[config.mk]
export PLATFORM = sky130hd
export DESIGN_NAME = ex_muldiv_flat
export DESIGN_NICKNAME = d
export VERILOG_FILES = /design/src/rtl/ex_muldiv_pkg.sv /design/src/rtl/ex_muldiv_if.sv /design/src/rtl/muldiv_step.sv /design/src/rtl/ex_muldiv.sv /design/src/flat_wrapper.sv
export SDC_FILE = /design/constraint.sdc
export NUM_CORES = 1
export LEC_CHECK = 0
export CORE_MARGIN = 4
export CORE_UTILIZATION = 45
export DETAILED_ROUTE_END_ITERATION = 16
export HOLD_SLACK_MARGIN = 0.08
export PLACE_DENSITY = 0.65
export SYNTH_ARGS = -nofsm -noshare
export SYNTH_HDL_FRONTEND = slang
export SYNTH_SLANG_ARGS = --single-unit
export TNS_END_PERCENT = 50
[constraint.sdc]
create_clock -name clk -period 9.9 [get_ports clk]
set_input_delay 1.98 -clock clk [delete_from_list [all_inputs] [get_ports clk]]
set_output_delay 1.98 -clock clk [all_outputs]
set_load 0.005 [all_outputs]
[src/rtl/ex_muldiv_pkg.sv]
// rtl/ex_muldiv_pkg.sv - shared op codes, FSM encoding and default widths for ex_muldiv
package ex_muldiv_pkg;

  localparam int XLEN_DEFAULT  = 32;
  localparam int TAG_W_DEFAULT = 5;

  // RV32M funct3 encodings
  localparam logic [2:0] MULDIV_MUL_OP    = 3'b000;
  localparam logic [2:0] MULDIV_MULH_OP   = 3'b001;
  localparam logic [2:0] MULDIV_MULHSU_OP = 3'b010;
  localparam logic [2:0] MULDIV_MULHU_OP  = 3'b011;
  localparam logic [2:0] MULDIV_DIV_OP    = 3'b100;
  localparam logic [2:0] MULDIV_DIVU_OP   = 3'b101;
  localparam logic [2:0] MULDIV_REM_OP    = 3'b110;
  localparam logic [2:0] MULDIV_REMU_OP   = 3'b111;

  typedef enum logic [1:0] {
    ST_IDLE = 2'd0,
    ST_CALC = 2'd1,
    ST_DONE = 2'd2
  } muldiv_state_e;

endpackage

[src/rtl/ex_muldiv_if.sv]
// rtl/ex_muldiv_if.sv - issue/result handshake bundle between ID/EX, ex_muldiv and EX/MEM
interface ex_muldiv_if
  import ex_muldiv_pkg::*;
#(
  parameter int XLEN  = XLEN_DEFAULT,
  parameter int TAG_W = TAG_W_DEFAULT
);

  logic             flush_i;
  logic             in_valid_i;
  logic             in_ready_o;
  logic [2:0]       op_i;
  logic [XLEN-1:0]  src1_i;
  logic [XLEN-1:0]  src2_i;
  logic [TAG_W-1:0] tag_i;
  logic             out_valid_o;
  logic             out_ready_i;
  logic [XLEN-1:0]  result_o;
  logic [TAG_W-1:0] tag_o;
  logic             busy_o;

  // pipeline side: issues operations and consumes results
  modport master (
    output flush_i, in_valid_i, op_i, src1_i, src2_i, tag_i, out_ready_i,
    input  in_ready_o, out_valid_o, result_o, tag_o, busy_o
  );

  // the multiply/divide unit itself
  modport slave (
    input  flush_i, in_valid_i, op_i, src1_i, src2_i, tag_i, out_ready_i,
    output in_ready_o, out_valid_o, result_o, tag_o, busy_o
  );

endinterface

[src/rtl/muldiv_step.sv]
// rtl/muldiv_step.sv - one radix-2 shift-add or restoring-subtract step (divider only with EX_MULDIV_DIV_EN)
module muldiv_step #(
  parameter int XLEN = 32
) (
  input  logic              is_div,
  input  logic [2*XLEN-1:0] acc_i,
  input  logic [XLEN-1:0]   opnd_i,
  output logic [2*XLEN-1:0] acc_o
);

  logic [XLEN:0]     mul_sum;
  logic [2*XLEN-1:0] mul_acc;

  // multiply: {hi, lo} with the multiplier in lo; add the multiplicand to hi when lo[0] is set, then shift right keeping the carry
  always_comb begin
    mul_sum = {1'b0, acc_i[2*XLEN-1:XLEN]} + (acc_i[0] ? {1'b0, opnd_i} : {(XLEN+1){1'b0}});
    mul_acc = {mul_sum, acc_i[XLEN-1:1]};
  end

`ifdef EX_MULDIV_DIV_EN
  logic [XLEN:0]     div_top;
  logic [XLEN:0]     div_diff;
  logic [2*XLEN-1:0] div_acc;

  // divide: {rem, quo} shifted left one; the partial remainder needs XLEN+1 bits before the trial subtract
  always_comb begin
    div_top  = acc_i[2*XLEN-1:XLEN-1];
    div_diff = div_top - {1'b0, opnd_i};
    if (!div_diff[XLEN]) begin
      div_acc = {div_diff[XLEN-1:0], acc_i[XLEN-2:0], 1'b1};
    end else begin
      div_acc = {div_top[XLEN-1:0], acc_i[XLEN-2:0], 1'b0};
    end
  end

  assign acc_o = is_div ? div_acc : mul_acc;
`else
  // without a divider the accumulator simply holds for divide ops (they never reach CALC)
  assign acc_o = is_div ? acc_i : mul_acc;
`endif

endmodule

[src/rtl/ex_muldiv.sv]
// rtl/ex_muldiv.sv - iterative RV32M multiply/divide unit; divider built only when EX_MULDIV_DIV_EN is defined
module ex_muldiv
  import ex_muldiv_pkg::*;
#(
  parameter int XLEN  = XLEN_DEFAULT,
  parameter int TAG_W = TAG_W_DEFAULT
) (
  input logic        clk,
  input logic        rst_n,
  ex_muldiv_if.slave bus
);

  localparam int              CNT_W    = $clog2(XLEN);
  localparam logic [CNT_W-1:0] CNT_LAST = CNT_W'(XLEN - 1);
  localparam logic [XLEN-1:0] MOST_NEG = {1'b1, {(XLEN-1){1'b0}}};

  muldiv_state_e     state_q, state_d;
  logic [CNT_W-1:0]  cnt_q, cnt_d;
  logic [2:0]        op_q, op_d;
  logic [TAG_W-1:0]  tag_q, tag_d;
  logic [2*XLEN-1:0] acc_q, acc_d;
  logic [XLEN-1:0]   opnd_q, opnd_d;
  logic              neg_q, neg_d;
  logic [XLEN-1:0]   result_q, result_d;
  logic              out_valid_q, out_valid_d;
  logic              alive_q;

  logic [2:0]        in_op;
  logic              in_is_div;
  logic              src1_signed, src2_signed;
  logic              neg1, neg2;
  logic [XLEN-1:0]   mag1, mag2;
  logic              special;
  logic [XLEN-1:0]   special_res;
  logic [2*XLEN-1:0] step_acc;
  logic [2*XLEN-1:0] prod;
  logic [XLEN-1:0]   calc_res;

  assign in_op     = bus.op_i;
  assign in_is_div = in_op[2];

  // decode signedness, operand magnitudes and the result sign of the presented operation
  always_comb begin
    src1_signed = (in_op == MULDIV_MULH_OP) || (in_op == MULDIV_MULHSU_OP) ||
                  (in_op == MULDIV_DIV_OP)  || (in_op == MULDIV_REM_OP);
    src2_signed = (in_op == MULDIV_MULH_OP) || (in_op == MULDIV_DIV_OP) ||
                  (in_op == MULDIV_REM_OP);
    neg1 = src1_signed && bus.src1_i[XLEN-1];
    neg2 = src2_signed && bus.src2_i[XLEN-1];
    mag1 = neg1 ? -bus.src1_i : bus.src1_i;
    mag2 = neg2 ? -bus.src2_i : bus.src2_i;
  end

`ifdef EX_MULDIV_DIV_EN
  logic div_zero, div_ovf;

  // divide by zero and MIN/-1 bypass the iteration with fixed results
  always_comb begin
    div_zero    = in_is_div && (bus.src2_i == '0);
    div_ovf     = in_is_div && !in_op[0] && (bus.src1_i == MOST_NEG) && (bus.src2_i == '1);
    special     = div_zero || div_ovf;
    special_res = '0;
    if (div_zero) begin
      special_res = in_op[1] ? bus.src1_i : '1;
    end else if (div_ovf) begin
      special_res = in_op[1] ? '0 : MOST_NEG;
    end
  end
`else
  // every divide op completes at once with a zero result when no divider is built
  always_comb begin
    special     = in_is_div;
    special_res = '0;
  end
`endif

  muldiv_step #(.XLEN(XLEN)) u_step (
    .is_div (op_q[2]),
    .acc_i  (acc_q),
    .opnd_i (opnd_q),
    .acc_o  (step_acc)
  );

  // sign fix-up and half selection applied to the accumulator after the last step
  always_comb begin
    prod     = neg_q ? -step_acc : step_acc;
    calc_res = (op_q == MULDIV_MUL_OP) ? prod[XLEN-1:0] : prod[2*XLEN-1:XLEN];
`ifdef EX_MULDIV_DIV_EN
    if (op_q[2]) begin
      if (op_q[1]) begin
        calc_res = neg_q ? -step_acc[2*XLEN-1:XLEN] : step_acc[2*XLEN-1:XLEN];
      end else begin
        calc_res = neg_q ? -step_acc[XLEN-1:0] : step_acc[XLEN-1:0];
      end
    end
`endif
  end

  // next state and datapath registers; flush wins over any handshake in the same cycle
  always_comb begin
    state_d     = state_q;
    cnt_d       = cnt_q;
    op_d        = op_q;
    tag_d       = tag_q;
    acc_d       = acc_q;
    opnd_d      = opnd_q;
    neg_d       = neg_q;
    result_d    = result_q;
    out_valid_d = out_valid_q;

    case (state_q)
      ST_IDLE: begin
        if (bus.in_valid_i && alive_q) begin
          op_d   = in_op;
          tag_d  = bus.tag_i;
          cnt_d  = '0;
          acc_d  = {{XLEN{1'b0}}, (in_is_div ? mag1 : mag2)};
          opnd_d = in_is_div ? mag2 : mag1;
          neg_d  = (in_is_div && in_op[1]) ? neg1 : (neg1 ^ neg2);
          if (special) begin
            // valid is raised one cycle later in DONE so the latency is one edge
            result_d    = special_res;
            out_valid_d = 1'b0;
            state_d     = ST_DONE;
          end else begin
            state_d = ST_CALC;
          end
        end
      end
      ST_CALC: begin
        acc_d = step_acc;
        cnt_d = cnt_q + 1'b1;
        if (cnt_q == CNT_LAST) begin
          result_d    = calc_res;
          out_valid_d = 1'b1;
          state_d     = ST_DONE;
        end
      end
      ST_DONE: begin
        if (!out_valid_q) begin
          out_valid_d = 1'b1;
        end else if (bus.out_ready_i) begin
          out_valid_d = 1'b0;
          state_d     = ST_IDLE;
        end
      end
      default: begin
        out_valid_d = 1'b0;
        state_d     = ST_IDLE;
      end
    endcase

    if (bus.flush_i) begin
      out_valid_d = 1'b0;
      state_d     = ST_IDLE;
    end
  end

  // state register; alive_q keeps in_ready low through reset without a path from rst_n
  always_ff @(posedge clk) begin
    if (!rst_n) begin
      state_q     <= ST_IDLE;
      cnt_q       <= '0;
      op_q        <= '0;
      tag_q       <= '0;
      acc_q       <= '0;
      opnd_q      <= '0;
      neg_q       <= 1'b0;
      result_q    <= '0;
      out_valid_q <= 1'b0;
      alive_q     <= 1'b0;
    end else begin
      state_q     <= state_d;
      cnt_q       <= cnt_d;
      op_q        <= op_d;
      tag_q       <= tag_d;
      acc_q       <= acc_d;
      opnd_q      <= opnd_d;
      neg_q       <= neg_d;
      result_q    <= result_d;
      out_valid_q <= out_valid_d;
      alive_q     <= 1'b1;
    end
  end

  assign bus.in_ready_o  = alive_q && (state_q == ST_IDLE);
  assign bus.busy_o      = (state_q != ST_IDLE);
  assign bus.out_valid_o = out_valid_q;
  assign bus.result_o    = result_q;
  assign bus.tag_o       = tag_q;

endmodule

[src/flat_wrapper.sv]
// flat-port wrapper written by rule: the top's interface ports become plain ports
module ex_muldiv_flat import ex_muldiv_pkg::*;
#(
  parameter int XLEN  = XLEN_DEFAULT,
  parameter int TAG_W = TAG_W_DEFAULT
)
  (clk, rst_n, bus_flush_i, bus_in_valid_i, bus_op_i, bus_src1_i, bus_src2_i, bus_tag_i, bus_out_ready_i, bus_in_ready_o, bus_out_valid_o, bus_result_o, bus_tag_o, bus_busy_o);
  ex_muldiv_if #(.XLEN(XLEN), .TAG_W(TAG_W)) bus_i ();
  input logic clk;
  input logic rst_n;
  input wire logic [$bits(bus_i.flush_i)-1:0] bus_flush_i;
  input wire logic [$bits(bus_i.in_valid_i)-1:0] bus_in_valid_i;
  input wire logic [$bits(bus_i.op_i)-1:0] bus_op_i;
  input wire logic [$bits(bus_i.src1_i)-1:0] bus_src1_i;
  input wire logic [$bits(bus_i.src2_i)-1:0] bus_src2_i;
  input wire logic [$bits(bus_i.tag_i)-1:0] bus_tag_i;
  input wire logic [$bits(bus_i.out_ready_i)-1:0] bus_out_ready_i;
  output wire logic [$bits(bus_i.in_ready_o)-1:0] bus_in_ready_o;
  output wire logic [$bits(bus_i.out_valid_o)-1:0] bus_out_valid_o;
  output wire logic [$bits(bus_i.result_o)-1:0] bus_result_o;
  output wire logic [$bits(bus_i.tag_o)-1:0] bus_tag_o;
  output wire logic [$bits(bus_i.busy_o)-1:0] bus_busy_o;
  assign bus_i.flush_i = bus_flush_i;
  assign bus_i.in_valid_i = bus_in_valid_i;
  assign bus_i.op_i = bus_op_i;
  assign bus_i.src1_i = bus_src1_i;
  assign bus_i.src2_i = bus_src2_i;
  assign bus_i.tag_i = bus_tag_i;
  assign bus_i.out_ready_i = bus_out_ready_i;
  assign bus_in_ready_o = bus_i.in_ready_o;
  assign bus_out_valid_o = bus_i.out_valid_o;
  assign bus_result_o = bus_i.result_o;
  assign bus_tag_o = bus_i.tag_o;
  assign bus_busy_o = bus_i.busy_o;
  ex_muldiv #(.XLEN(XLEN), .TAG_W(TAG_W)) u_core (.clk(clk), .rst_n(rst_n), .bus(bus_i));
endmodule
==> impl_metrics.py <==
metrics = {
    "critical_path": {
        "required_ps": 10230,
        "r2r_slack_ps": 4820,
        "path_class": "input pin to register",
        "critPathCaptureType": "register",
        "critical_path.startpoint_type": "input pin",
        "path_max_fanout": 4,
        "crit_arrival_ps": 5550,
        "worstReg2RegStart": "u_core.acc_q[0]",
        "timing.reg2reg.worst_path_depth": 15,
        "worst_r2r_endpoint": "u_core.bus.result_o[24]",
    },
    "placement": {
        "hpwl_mm": 32.49,
        "place.port_buffers": 116,
        "dp.cells": 2102,
        "gp_congestion": 0.9327,
    },
    "logic_synthesis": {
        "synth_fa_ha_area_share_pct": 4.142,
        "yosysUniqueCellTypes": 90,
        "mappedNetlistArea_um2": 12570,
        "postSynthAreaPerCell_um2": 7.366,
        "synth.largest_area_cell": "sky130_fd_sc_hd__dfxtp_1",
        "muxShareOfSynthArea_pct": 4.550,
        "register_area_share_after_synthesis_pct": 23.26,
        "synth_async_sr_flop_share_pct": 0,
        "synth_compound_area_share_pct": 29.45,
        "post_synth_and_or_nand_nor_area_fraction_pct": 26.72,
        "synthXorXnorAreaFrac_pct": 7.318,
        "ys_seq_elements": 146,
        "synth_enable_flop_cells": 0,
        "postSynthNetCount": 1824,
        "synth_commonest_cells": "sky130_fd_sc_hd__nand2_1 (218), sky130_fd_sc_hd__dfxtp_1 (146), sky130_fd_sc_hd__o21ai_0 (136), sky130_fd_sc_hd__a21oi_1 (119), sky130_fd_sc_hd__nor2_1 (109)",
        "synth_top_family_by_area": "compound AO/OA/AOI/OAI gates",
        "netlist_instances": 1706,
        "yosys.area.top_type_share_pct": 23.26,
        "synthesis.yosys.warnings": 0,
        "ys_top_cells_by_area": "sky130_fd_sc_hd__dfxtp_1 (23%), sky130_fd_sc_hd__nand2_1 (6.5%), sky130_fd_sc_hd__o21ai_0 (5.4%), sky130_fd_sc_hd__a21oi_1 (4.7%), sky130_fd_sc_hd__ha_1 (4.0%)",
        "synthMostInstantiatedCell": "sky130_fd_sc_hd__nand2_1",
        "synth_top_flop_cell": "sky130_fd_sc_hd__dfxtp_1",
    },
    "route": {
        "drt-wirelength-per-cell_um": 20.32,
        "antenna_violating_nets_post_route": 0,
        "first_iter_violations": 1412,
        "drtPass1Iterations": 8,
        "routed-via-count": 12949,
        "routed_via_density": 6.068,
        "drc_errors": 0,
        "drt-total-wl_mm": 43.36,
    },
    "floorplanning": {
        "fp-row-count": 60,
        "die_width_um": 175.1,
        "ioPinCount": 117,
        "initial_utilization_pct": 46.24,
        "core-area_um2": 27180,
        "die_area_um2": 30670,
        "fp.dieH_um": 175.1,
    },
    "cells_and_area": {
        "final_nets": 1867,
        "postLayoutCoreUtil_pct": 53.47,
        "drive_above_1_share_pct": 6.413,
        "instances_no_fill": 2134,
        "area_delta_synth_final_pct": 15.62,
        "num_antenna_cells": 0,
    },
    "cts": {
        "cts.sink_count": 146,
        "cts_buffers": 17,
        "clockBufferDepth": 2,
        "insertion_delay_ps": 440,
        "cts.htree.levels": 4,
        "tritoncts": "built",
        "clock_slew_seen_by_the_registers_of_the_worst_setup_and_hold_paths_ps": 80,
        "cts_repair_resize_count": 0,
        "ctsRootBufferMaster": "sky130_fd_sc_hd__clkbuf_16",
        "postCtsSetupRepairBufs": 0,
        "ctsHoldBuffers": 0,
    },
    "power": {
        "static-leakage-power_nw": 5.351,
        "worst_ir_drop_vdd_mv": 0.1240,
        "cellPowerDensity_nw_per_um2": 119.2,
        "total_power_mw": 1.731,
    },
    "sta": {
        "max_slew_margin_pct": 21.27,
        "max_slew.worst_pin.slew_ps": 1181,
        "max_freq_mhz": 191.5,
        "setup_repair_after_global_routing_missed_its_margin": "false",
        "time_the_final_worst_path_needs_with_i_o_delays_and_setup_ps": 5222,
        "post-route-period-util_pct": 52.75,
        "clock-skew-final_ps": 15.92,
        "setup_viol_count_final": 0,
        "setup_total_negative_slack_ps": 0,
        "max_slew_violation_count": 0,
        "timing.final.hold_violations": 0,
    },
    "global_routing": {
        "global_route.overflow_total": 0,
        "grt_max_degree": 80,
        "antenna_violations_before_repair": 0,
        "grt.total_usage_pct": 27.50,
        "grt_first_pass_wirelength_mm": 67.88,
        "grt_pass1_vias": 12025,
    },
    "min_path": {
        "hold-path-cell-count": 2,
        "origin_of_the_worst_min_delay_path": "u_core.opnd_q[13]",
        "hold_path_class": "register to register",
        "worstHoldEndpoint": "u_core.opnd_q[13]",
    },
    "run": {
        "timing.max_cap.violations": 0,
    },
    "status": {
        "outcome": "finished clean",
    },
}
[cells by family after synthesis]
kind of cell    count (synthesis)
compound gates                558
xor+xnor                      105
fa+ha+maj                      41
buf+inv                       148
flops                         146
mux                            53
simple gates                  655
[power breakdown]
part | switching (mW) | internal, mW
Sequential | 0.0330 | 0.612
Clock | 0.314 | 0.353
Combinational | 0.250 | 0.169
[metal layers]
metal	global-route usage, %	up-vias	routed length (um)
li1	-	6303	-
met1	39.34	6068	20250
met2	42.63	526	19000
met3	4.154	52	3066
met4	8.576	0	1049
met5	0	-	0
[state kept, by name, summed over array words and instances (netlist names), 2 cells and up]
name                 count
u_core.acc_q            64
u_core.bus.result_o     32
u_core.state_q           2
u_core.bus.tag_o         5
u_core.cnt_q             5
u_core.opnd_q           32
u_core.op_q              3
[cells in the final DEF, fill, tap and decap left out, types with 13 or more instances in the layout]
cell and instances:
sky130_fd_sc_hd__mux2i_1 38, sky130_fd_sc_hd__o211a_1 13, sky130_fd_sc_hd__buf_4 23, sky130_fd_sc_hd__a211oi_1 21, sky130_fd_sc_hd__nor2_1 108, sky130_fd_sc_hd__nor3_1 43, sky130_fd_sc_hd__a21oi_1 119, sky130_fd_sc_hd__nand4_1 13
sky130_fd_sc_hd__o21ai_1 14, sky130_fd_sc_hd__a31oi_1 22, sky130_fd_sc_hd__xor2_1 53, sky130_fd_sc_hd__nand3_1 32, sky130_fd_sc_hd__and2_1 63, sky130_fd_sc_hd__xnor2_1 52, sky130_fd_sc_hd__inv_1 34, sky130_fd_sc_hd__nor2b_1 73
sky130_fd_sc_hd__dfxtp_1 144, sky130_fd_sc_hd__or3_1 16, sky130_fd_sc_hd__mux2_2 13, sky130_fd_sc_hd__a21boi_0 29, sky130_fd_sc_hd__nor4_1 17, sky130_fd_sc_hd__nand2_1 218, sky130_fd_sc_hd__o31ai_1 26, sky130_fd_sc_hd__o21ai_0 135
sky130_fd_sc_hd__a21o_1 17, sky130_fd_sc_hd__a22oi_1 36, sky130_fd_sc_hd__a211o_1 14, sky130_fd_sc_hd__clkbuf_16 18, sky130_fd_sc_hd__ha_1 39, sky130_fd_sc_hd__clkdlybuf4s50_1 114, sky130_fd_sc_hd__o211ai_1 21
[critical path: stages]
cell	delay, ps
sky130_fd_sc_hd__clkdlybuf4s50_1	460
sky130_fd_sc_hd__nor4_1	560
sky130_fd_sc_hd__nand3_1	230
sky130_fd_sc_hd__nor4_1	770
sky130_fd_sc_hd__nand2_1	160
sky130_fd_sc_hd__o41ai_1	520
sky130_fd_sc_hd__a21bo_2	290
sky130_fd_sc_hd__xor2_1	150
sky130_fd_sc_hd__a21o_1	180
sky130_fd_sc_hd__a21oi_1	150
sky130_fd_sc_hd__o21ai_0	110
[metrics by stage]
| step | setup slack, ps | hold slack, ps | cell area [um^2] |
|---|---|---|---|
| final | 4678 | 462.1 | 14530 |
| after global routing | 4411 | 489.8 | 14530 |
| after CTS | 4796 | 464.2 | 14530 |
| after detailed placement | 4359 | 457.2 | 13930 |
| after global placement | 4438 | 445.6 | 13930 |
| after floorplan | 4956 | 435.3 | 12570 |
[layout make-up]
class	count	area [um^2]
Fill cell	2676	12650
Multi-Input combinational cell	1412	9090
Sequential cell	146	2928
Timing Repair Buffer	138	1319
Tap cell	372	465.4
Clock buffer	18	450.4
Clock inverter	14	150.1
Inverter	34	127.6
[worst max-delay path by stage]
| stage | startpoint | end | slack (ps) | cells after the start |
|---|---|---|---|---|
| 4_1_cts | bus_src2_i[4] | u_core.acc_q[30] | 4800 | 11 |
| 2_1_floorplan | u_core.op_q[2] | u_core.bus.result_o[24] | 4960 | 19 |
| 3_3_place_gp | bus_src2_i[6] | u_core.acc_q[30] | 4440 | 11 |
| 5_1_grt | u_core.acc_q[0] | u_core.bus.result_o[24] | 4410 | 15 |
| 6_report | bus_src2_i[6] | u_core.acc_q[30] | 4680 | 11 |
| 3_5_place_dp | bus_src2_i[4] | u_core.acc_q[30] | 4360 | 11 |
No activity file was read; power rests on OpenSTA's default activity.
